==> src/rtl/btn_conditioner_pkg.sv <==
// Shared constants for the calc input front end: default synchroniser/debounce
// depths and the op-select bit positions used by the ALU decode.
package btn_conditioner_pkg;

    localparam int BTN_SYNC_STAGES    = 2;
    localparam int BTN_DEBOUNCE_SIM   = 4;
    localparam int BTN_DEBOUNCE_BOARD = 1_000_000;

    localparam int OP_BIT_L = 2;
    localparam int OP_BIT_C = 1;
    localparam int OP_BIT_R = 0;

    typedef struct packed {
        logic btnl;
        logic btnc;
        logic btnr;
    } op_sel_t;

endpackage

==> src/rtl/btn_conditioner_debounce_bit.sv <==
// One button lane: synchroniser chain, run-length counter and stable register.
// rise flags the edge at which the stable value is about to go 0->1.
module debounce_bit
    import btn_conditioner_pkg::*;
#(
    parameter int SYNC_STAGES     = BTN_SYNC_STAGES,
    parameter int DEBOUNCE_CYCLES = BTN_DEBOUNCE_SIM
) (
    input  logic clk,
    input  logic rst,
    input  logic din,
    output logic level,
    output logic rise
);

    localparam int CW = $clog2(DEBOUNCE_CYCLES + 1);
    localparam logic [CW-1:0] CNT_LAST = CW'(DEBOUNCE_CYCLES - 1);

    logic [SYNC_STAGES-1:0] sync_q, sync_d;
    logic [CW-1:0]          cnt_q, cnt_d;
    logic                   stable_q, stable_d;
    logic                   synced;

    // The count only survives while the synced value keeps disagreeing with
    // the stable one; the final increment commits the new value instead.
    always_comb begin
        sync_d   = {sync_q[SYNC_STAGES-2:0], din};
        synced   = sync_q[SYNC_STAGES-1];
        cnt_d    = '0;
        stable_d = stable_q;
        if (synced != stable_q) begin
            if (cnt_q == CNT_LAST) begin
                stable_d = synced;
            end else begin
                cnt_d = cnt_q + CW'(1);
            end
        end
    end

    always_ff @(posedge clk or posedge rst) begin
        if (rst) begin
            sync_q   <= '0;
            cnt_q    <= '0;
            stable_q <= 1'b0;
        end else begin
            sync_q   <= sync_d;
            cnt_q    <= cnt_d;
            stable_q <= stable_d;
        end
    end

    assign level = stable_q;
    assign rise  = stable_d & ~stable_q;

endmodule

==> src/rtl/btn_conditioner.sv <==
// Board-pin front end for calc: debounced op buttons, a one-shot accumulate
// strobe and a switch snapshot frozen at that strobe.
module btn_conditioner
    import btn_conditioner_pkg::*;
#(
    parameter int SYNC_STAGES     = BTN_SYNC_STAGES,
    parameter int DEBOUNCE_CYCLES = BTN_DEBOUNCE_SIM
) (
    input  logic        clk,
    input  logic        btnu,
    input  logic        btnl_in,
    input  logic        btnc_in,
    input  logic        btnr_in,
    input  logic        btnd_in,
    input  logic [15:0] sw_in,
    output logic        btnl,
    output logic        btnc,
    output logic        btnr,
    output logic        btnd_pulse,
    output logic [15:0] sw_q
);

    logic [2:0] op_raw, op_level_v, unused_op_rise;
    op_sel_t    op_level;
    logic       btnd_rise;

    logic [SYNC_STAGES-1:0][15:0] sw_sync_q, sw_sync_d;
    logic [15:0]                  sw_snap_q, sw_snap_d;
    logic                         pulse_q, pulse_d;

    always_comb begin
        op_raw           = '0;
        op_raw[OP_BIT_L] = btnl_in;
        op_raw[OP_BIT_C] = btnc_in;
        op_raw[OP_BIT_R] = btnr_in;
    end

    for (genvar i = 0; i < 3; i++) begin : g_op
        debounce_bit #(
            .SYNC_STAGES    (SYNC_STAGES),
            .DEBOUNCE_CYCLES(DEBOUNCE_CYCLES)
        ) u_op (
            .clk  (clk),
            .rst  (btnu),
            .din  (op_raw[i]),
            .level(op_level_v[i]),
            .rise (unused_op_rise[i])
        );
    end

    debounce_bit #(
        .SYNC_STAGES    (SYNC_STAGES),
        .DEBOUNCE_CYCLES(DEBOUNCE_CYCLES)
    ) u_btnd (
        .clk  (clk),
        .rst  (btnu),
        .din  (btnd_in),
        .level(),
        .rise (btnd_rise)
    );

    // Switches bounce freely; they only need to be settled when the strobe samples them.
    always_comb begin
        sw_sync_d = {sw_sync_q[SYNC_STAGES-2:0], sw_in};
        pulse_d   = btnd_rise;
        sw_snap_d = btnd_rise ? sw_sync_q[SYNC_STAGES-1] : sw_snap_q;
    end

    always_ff @(posedge clk or posedge btnu) begin
        if (btnu) begin
            sw_sync_q <= '0;
            sw_snap_q <= '0;
            pulse_q   <= 1'b0;
        end else begin
            sw_sync_q <= sw_sync_d;
            sw_snap_q <= sw_snap_d;
            pulse_q   <= pulse_d;
        end
    end

    assign op_level   = op_sel_t'(op_level_v);
    assign btnl       = op_level.btnl;
    assign btnc       = op_level.btnc;
    assign btnr       = op_level.btnr;
    assign btnd_pulse = pulse_q;
    assign sw_q       = sw_snap_q;

endmodule

==> config.mk <==
export PLATFORM = sky130hd
export DESIGN_NAME = btn_conditioner
export DESIGN_NICKNAME = d
export VERILOG_FILES = /design/src/rtl/btn_conditioner_pkg.sv /design/src/rtl/btn_conditioner_debounce_bit.sv /design/src/rtl/btn_conditioner.sv
export SDC_FILE = /design/constraint.sdc
export NUM_CORES = 1
export LEC_CHECK = 0
export CORE_UTILIZATION = 50
export DETAILED_ROUTE_END_ITERATION = 7
export PLACE_DENSITY = 0.77
export SYNTH_ARGS = -nofsm -noshare
export SYNTH_HDL_FRONTEND = slang
export SYNTH_SLANG_ARGS = --single-unit
export TNS_END_PERCENT = 50
==> constraint.sdc <==
create_clock -name clk -period 2.5 [get_ports clk]
set_input_delay 0.375 -clock clk [delete_from_list [all_inputs] [get_ports clk]]
set_output_delay 0.375 -clock clk [all_outputs]
set_load 0.005 [all_outputs]
# Word level (Yosys, flattened, before mapping)
# Cells that the tools add are included.
word_totals:
  register_bits: 73
  in_bits: 22
  out_inout_bits: 20
  word_cells: 43
op_classes:
  add_sub_neg: 4
  n_eq_ne: 8
  n_mux: 10
  bitwise: 2
  reduce_logical: 3
op_table:
  columns: ["op", "n"]
  rows:
  - ["$mux 3", 8]
  - ["$add 3x1->3 const B", 4]
  - ["$eq 3x2->1 const B", 4]
  - ["$reduce_and 2->1", 3]
  - ["$ne 1x1->1", 4]
  - ["$mux 1", 2]
  - ["$and 1x1->1", 1]
  - ["$not 1->1", 1]

# Depth between registers and ports, before layout
depth:
  depth_word: 4
  depth_mapped: 5
  mapped_depth_nobuf: 3

# Modules after synthesis
# From an unflattened synthesis, not the netlist that was laid out.
unflattened:
  hier_cells: 128
  hier_area_um2: 2419.8
modules_own_cells:
  columns: ["module", "n_inst", "cells_per_inst", "area_per_inst_um2", "seq_area_each_um2"]
  rows:
  - ["btn_conditioner", 1, 68, 1478.9, 1226.2]
  - ["debounce_bit", 4, 15, 235.2, 150.1]

# Least setup slack after synthesis
# No wires, ideal clock.
synth_path:
  path_type: "register to register"
  from: "reg u_btnd.cnt_q[0]"
  to: "reg sw_snap_q[0], in the netlist sw_q[0]"
  setup_time_ns: 0.125
  arrival_ns: 1.311
  required_ns: 2.375
  setup_slack_ns: 1.064
  stages_incl_launch_ff: 6
  path_buffers: 2
  synth_period_minus_slack_ns: 1.436
  path_cell_list: "dfrtp_1 > ha_1 > and4bb_1 > buf_6 > buf_12 > mux2_4"
synth_between:
  elab_chain_cells: 4
synth_rtl:
  columns: ["item", "line_no", "source"]
  rows:
  - ["start, declared", "btn_conditioner_debounce_bit.sv:20", "logic [CW-1:0] cnt_q, cnt_d;"]
  - ["start signal, assigned", "btn_conditioner_debounce_bit.sv:47", "cnt_q <= cnt_d;"]
  - ["$eq 3x2->1", "btn_conditioner_debounce_bit.sv:32", "if (cnt_q == CNT_LAST) begin"]
  - ["$mux 1", "btn_conditioner_debounce_bit.sv:32", null]
  - ["$mux 1", "btn_conditioner_debounce_bit.sv:31", "if (synced != stable_q) begin"]
  - ["$and 1x1->1", "btn_conditioner_debounce_bit.sv:53", "assign rise = stable_d & ~stable_q;"]
  - ["named net btnd_rise", "btn_conditioner.sv:25", "logic btnd_rise;"]
  - ["end signal, assigned", "btn_conditioner.sv:76", "sw_snap_q <= sw_snap_d;"]
  - ["end, declared", "btn_conditioner.sv:28", "logic [15:0] sw_snap_q, sw_snap_d;"]
# The timed path passes the listed nets, and every way through them passes these cells.
# A chain may end at the register's enable or synchronous reset.

# Final worst setup path
layout_path:
  from: "reg u_btnd.cnt_q[0]"
  to: "reg sw_snap_q[13], in the netlist sw_q[13]"
layout_between:
  elab_chain_cells: 4
layout_rtl:
  columns: ["item", "line_no"]
  rows:
  - ["$eq 3x2->1", "btn_conditioner_debounce_bit.sv:32"]
  - ["$mux 1", "btn_conditioner_debounce_bit.sv:32"]
  - ["$mux 1", "btn_conditioner_debounce_bit.sv:31"]
  - ["$and 1x1->1", "btn_conditioner_debounce_bit.sv:53"]
# No other way between the ends.

==> flow_summary.yaml <==
worst_setup_path:
  reg2reg_setup_slack_ns: 0.81
  crit_start: "u_btnd.cnt_q[0]"
  cp_top_family: "flip-flops"
  cpMaxStageDelayCell: "dfrtp_1"
  crit_type: "flop to flop"
  cpPeakStageDelay_ns: 0.36
  crit-reg2reg-launch: "u_btnd.cnt_q[0]"
  cp-end-kind: "flop"
  crit_required_ns: 2.71
  cp-start-kind: "flop"
  cp.arrival_ns: 1.89
  r2r_cells: 4
  path_cells: "ha_1 -> and4bb_1 -> buf_4 -> mux2_2"
  crit_buf_inv: 1
  crit_fanout: 12
  r2r_end: "sw_q[13]"
  critPathCapture: "sw_q[13]"
  cp.depth: 4
yosys:
  synth.most_common_cell: "dfrtp_1"
  syn_nets: 147
  synth_warnings: 0
  synth_top_family_by_area: "multiplexers"
  synthTopCellsByCount: "73 x dfrtp_1, 11 x mux2_2, 9 x mux2_4, 6 x nor3b_1, 5 x nor2b_1"
  netlist.top_cell.by_area: "dfrtp_1"
  ys_async_sr_fraction_pct: 100
  synthTopCellsByArea: "dfrtp_1 79%, mux2_4 5.8%, mux2_2 5.3%"
  synthXorXnorAreaFrac_pct: 1.51
  synthAdderAreaFrac_pct: 2.16
  synth_flop_cell: "dfrtp_1"
  synth_top_area_share_pct: 78.7
  synth.ff_latch_count: 73
  syn_area_um2: 2320
  avgSynthCellArea_um2: 19.2
  synth-compound-area-share_pct: 0
  syn-instance-count: 121
  synthSimpleGateAreaFrac_pct: 5.01
  seq_area_frac_synth_pct: 78.7
  synth_edf_count: 0
  synth_mux_area_share_pct: 11.2
  synth_cell_type_count: 13
clock_tree:
  cts_root_buffer: "clkbuf_8"
  cts_setup_buffers: 0
  hold_buffers: 0
  clkSlewWorstSetupHoldPaths_ns: 0.07
  cts_buffer_depth: 2
  cts-resized-gates: 0
  tritoncts: "yes"
  cts_sinks: 73
  cts_inserted_buffers: 9
  htreeDepth: 3
  clk_latency_ns: 0.32
worst_hold_path:
  holdCritPathClass: "flop to flop"
placed_design:
  dpl.hpwl_mm: 2.32
  port-buffer-count: 41
  post_dp_cell_area_um2: 2790
  gp_congestion: 0.686
floorplan:
  ios: 42
  core_area_um2: 4410
  die_h_um: 70.2
  dieArea_um2: 4920
  fp.dieW_um: 70.2
  placementRows: 24
  start_util_pct: 52.6
power_and_ir_drop:
  power_mw: 3.32
  vdd_drop_max_v: 0.000705
  p_leak_nw: 1.37
  power_density_nw_per_um2: 1100
layout:
  diodes: 0
  area_delta_synth_final_pct: 29.8
  design_area_um2: 3010
  n_fill_cell: 287
  fin_nets: 199
  drive_above_1_share_pct: 21.3
  fin_util_pct: 68.3
sta:
  fmax_mhz: 592
  clock_skew_ns: 0.00727
  finalMaxSlewViolations: 0
  hold_violations: 0
  min_period_ns: 1.69
  tns_ns: 0
  slew_headroom_pct: 69.4
  setup_viol: 0
  worst_pin_slew_ns: 0.458
  fin_crit_sh_pct: 67.6
  rsz0062_at_grt: "no"
detailed_routing:
  wl_per_cell_um: 14.6
  vias: 1085
  viasPerCell: 4.72
  ant_nets: 0
  drc: 0
  drt_wl_total_mm: 3.37
  dr.pass1.iters: 4
  drt_iter0_markers: 31
job:
  maxCapViolCount: 0
global_routing:
  grt_pass1_vias: 1220
  track_usage_pct: 15.9
  grt.overflow.total: 0
  grt_pass1_wl_mm: 5.70
  antenna_found_initial: 0
  grt_max_degree: 53
run_status:
  status: "completed"
-- sequential cells by signal, indices dropped and copies added (netlist names) --
name and flops:
u_btnd.cnt_q 3, sw_sync_q 16, g_op.u_op.level 3, u_btnd.sync_q 2, sw_sync_d 16, g_op.u_op.cnt_q 9, sw_q 16, u_btnd.level 1
g_op.u_op.sync_q 6, btnd_pulse 1
-- cell type report --
class / count / area, µm² / area share [%]
Multi-Input combinational cell: 45 / 460 / 15.3
Tap cell: 52 / 65.1 / 2.16
Clock buffer: 11 / 141 / 4.69
Clock inverter: 5 / 78.8 / 2.62
Sequential cell: 73 / 1830 / 60.6
Inverter: 1 / 3.75 / 0.125
Timing Repair Buffer: 43 / 438 / 14.5
-- metrics by stage --
stage,hold WS [ns],instances,setup WS [ns]
2_1_floorplan,0.331,121,0.272
3_3_place_gp,0.333,214,0.902
3_5_place_dp,0.336,214,0.838
4_1_cts,0.351,230,0.812
5_1_grt,0.359,230,0.726
6_report,0.349,230,0.811
-- layout by cell type, fill, tap and decap left out --
cell type / count
nor2b_1: 5
ha_1: 4
clkbuf_1: 1
clkbuf_8: 10
xnor2_1: 4
inv_2: 1
and2b_1: 1
bufinv_16: 2
nor3_1: 4
nor3b_1: 6
dfrtp_1: 73
clkinv_4: 1
and4bb_1: 1
clkinv_2: 2
buf_4: 1
buf_12: 1
clkdlybuf4s50_1: 41
mux2_2: 11
mux2_4: 9
-- report_power, final --
part	internal [mW]	switching, mW	total, mW
registers	1.43	0.147	1.58
clock network	0.588	0.397	0.985
logic	0.535	0.226	0.761
-- metal layers --
layer | vias up | wire (µm) | GRT usage [%]
li1 | 508 | - | -
met1 | 557 | 1360 | 18.1
met2 | 18 | 1910 | 27.0
met3 | 2 | 81 | 5.19
met4 | 0 | 17 | 7.33
met5 | - | 0 | 0
-- kinds of logic (layout without fill, tap and decap cells) --
logic type	count (synthesis)	count (layout)
xor gates and xnor gates	4	4
adders and majority gates	4	4
buffers and inverters	3	60
DFF	73	73
muxes	20	20
and+or+nand+nor	17	17
-- worst min-delay path by stage --
stage	cells after the start	start	end	slack (ns)
global placement	0	sw_sync_d[23]	sw_sync_q[23]	0.33
global route	0	g_op[2].u_op.sync_q[0]	g_op[2].u_op.sync_q[1]	0.36
floorplan	0	g_op[0].u_op.sync_q[0]	g_op[0].u_op.sync_q[1]	0.33
finish	0	g_op[2].u_op.sync_q[0]	g_op[2].u_op.sync_q[1]	0.35
detailed placement	0	sw_sync_d[18]	sw_sync_q[18]	0.34
CTS	0	sw_sync_d[18]	sw_sync_q[18]	0.35
No activity file was read; power rests on OpenSTA's default activity.
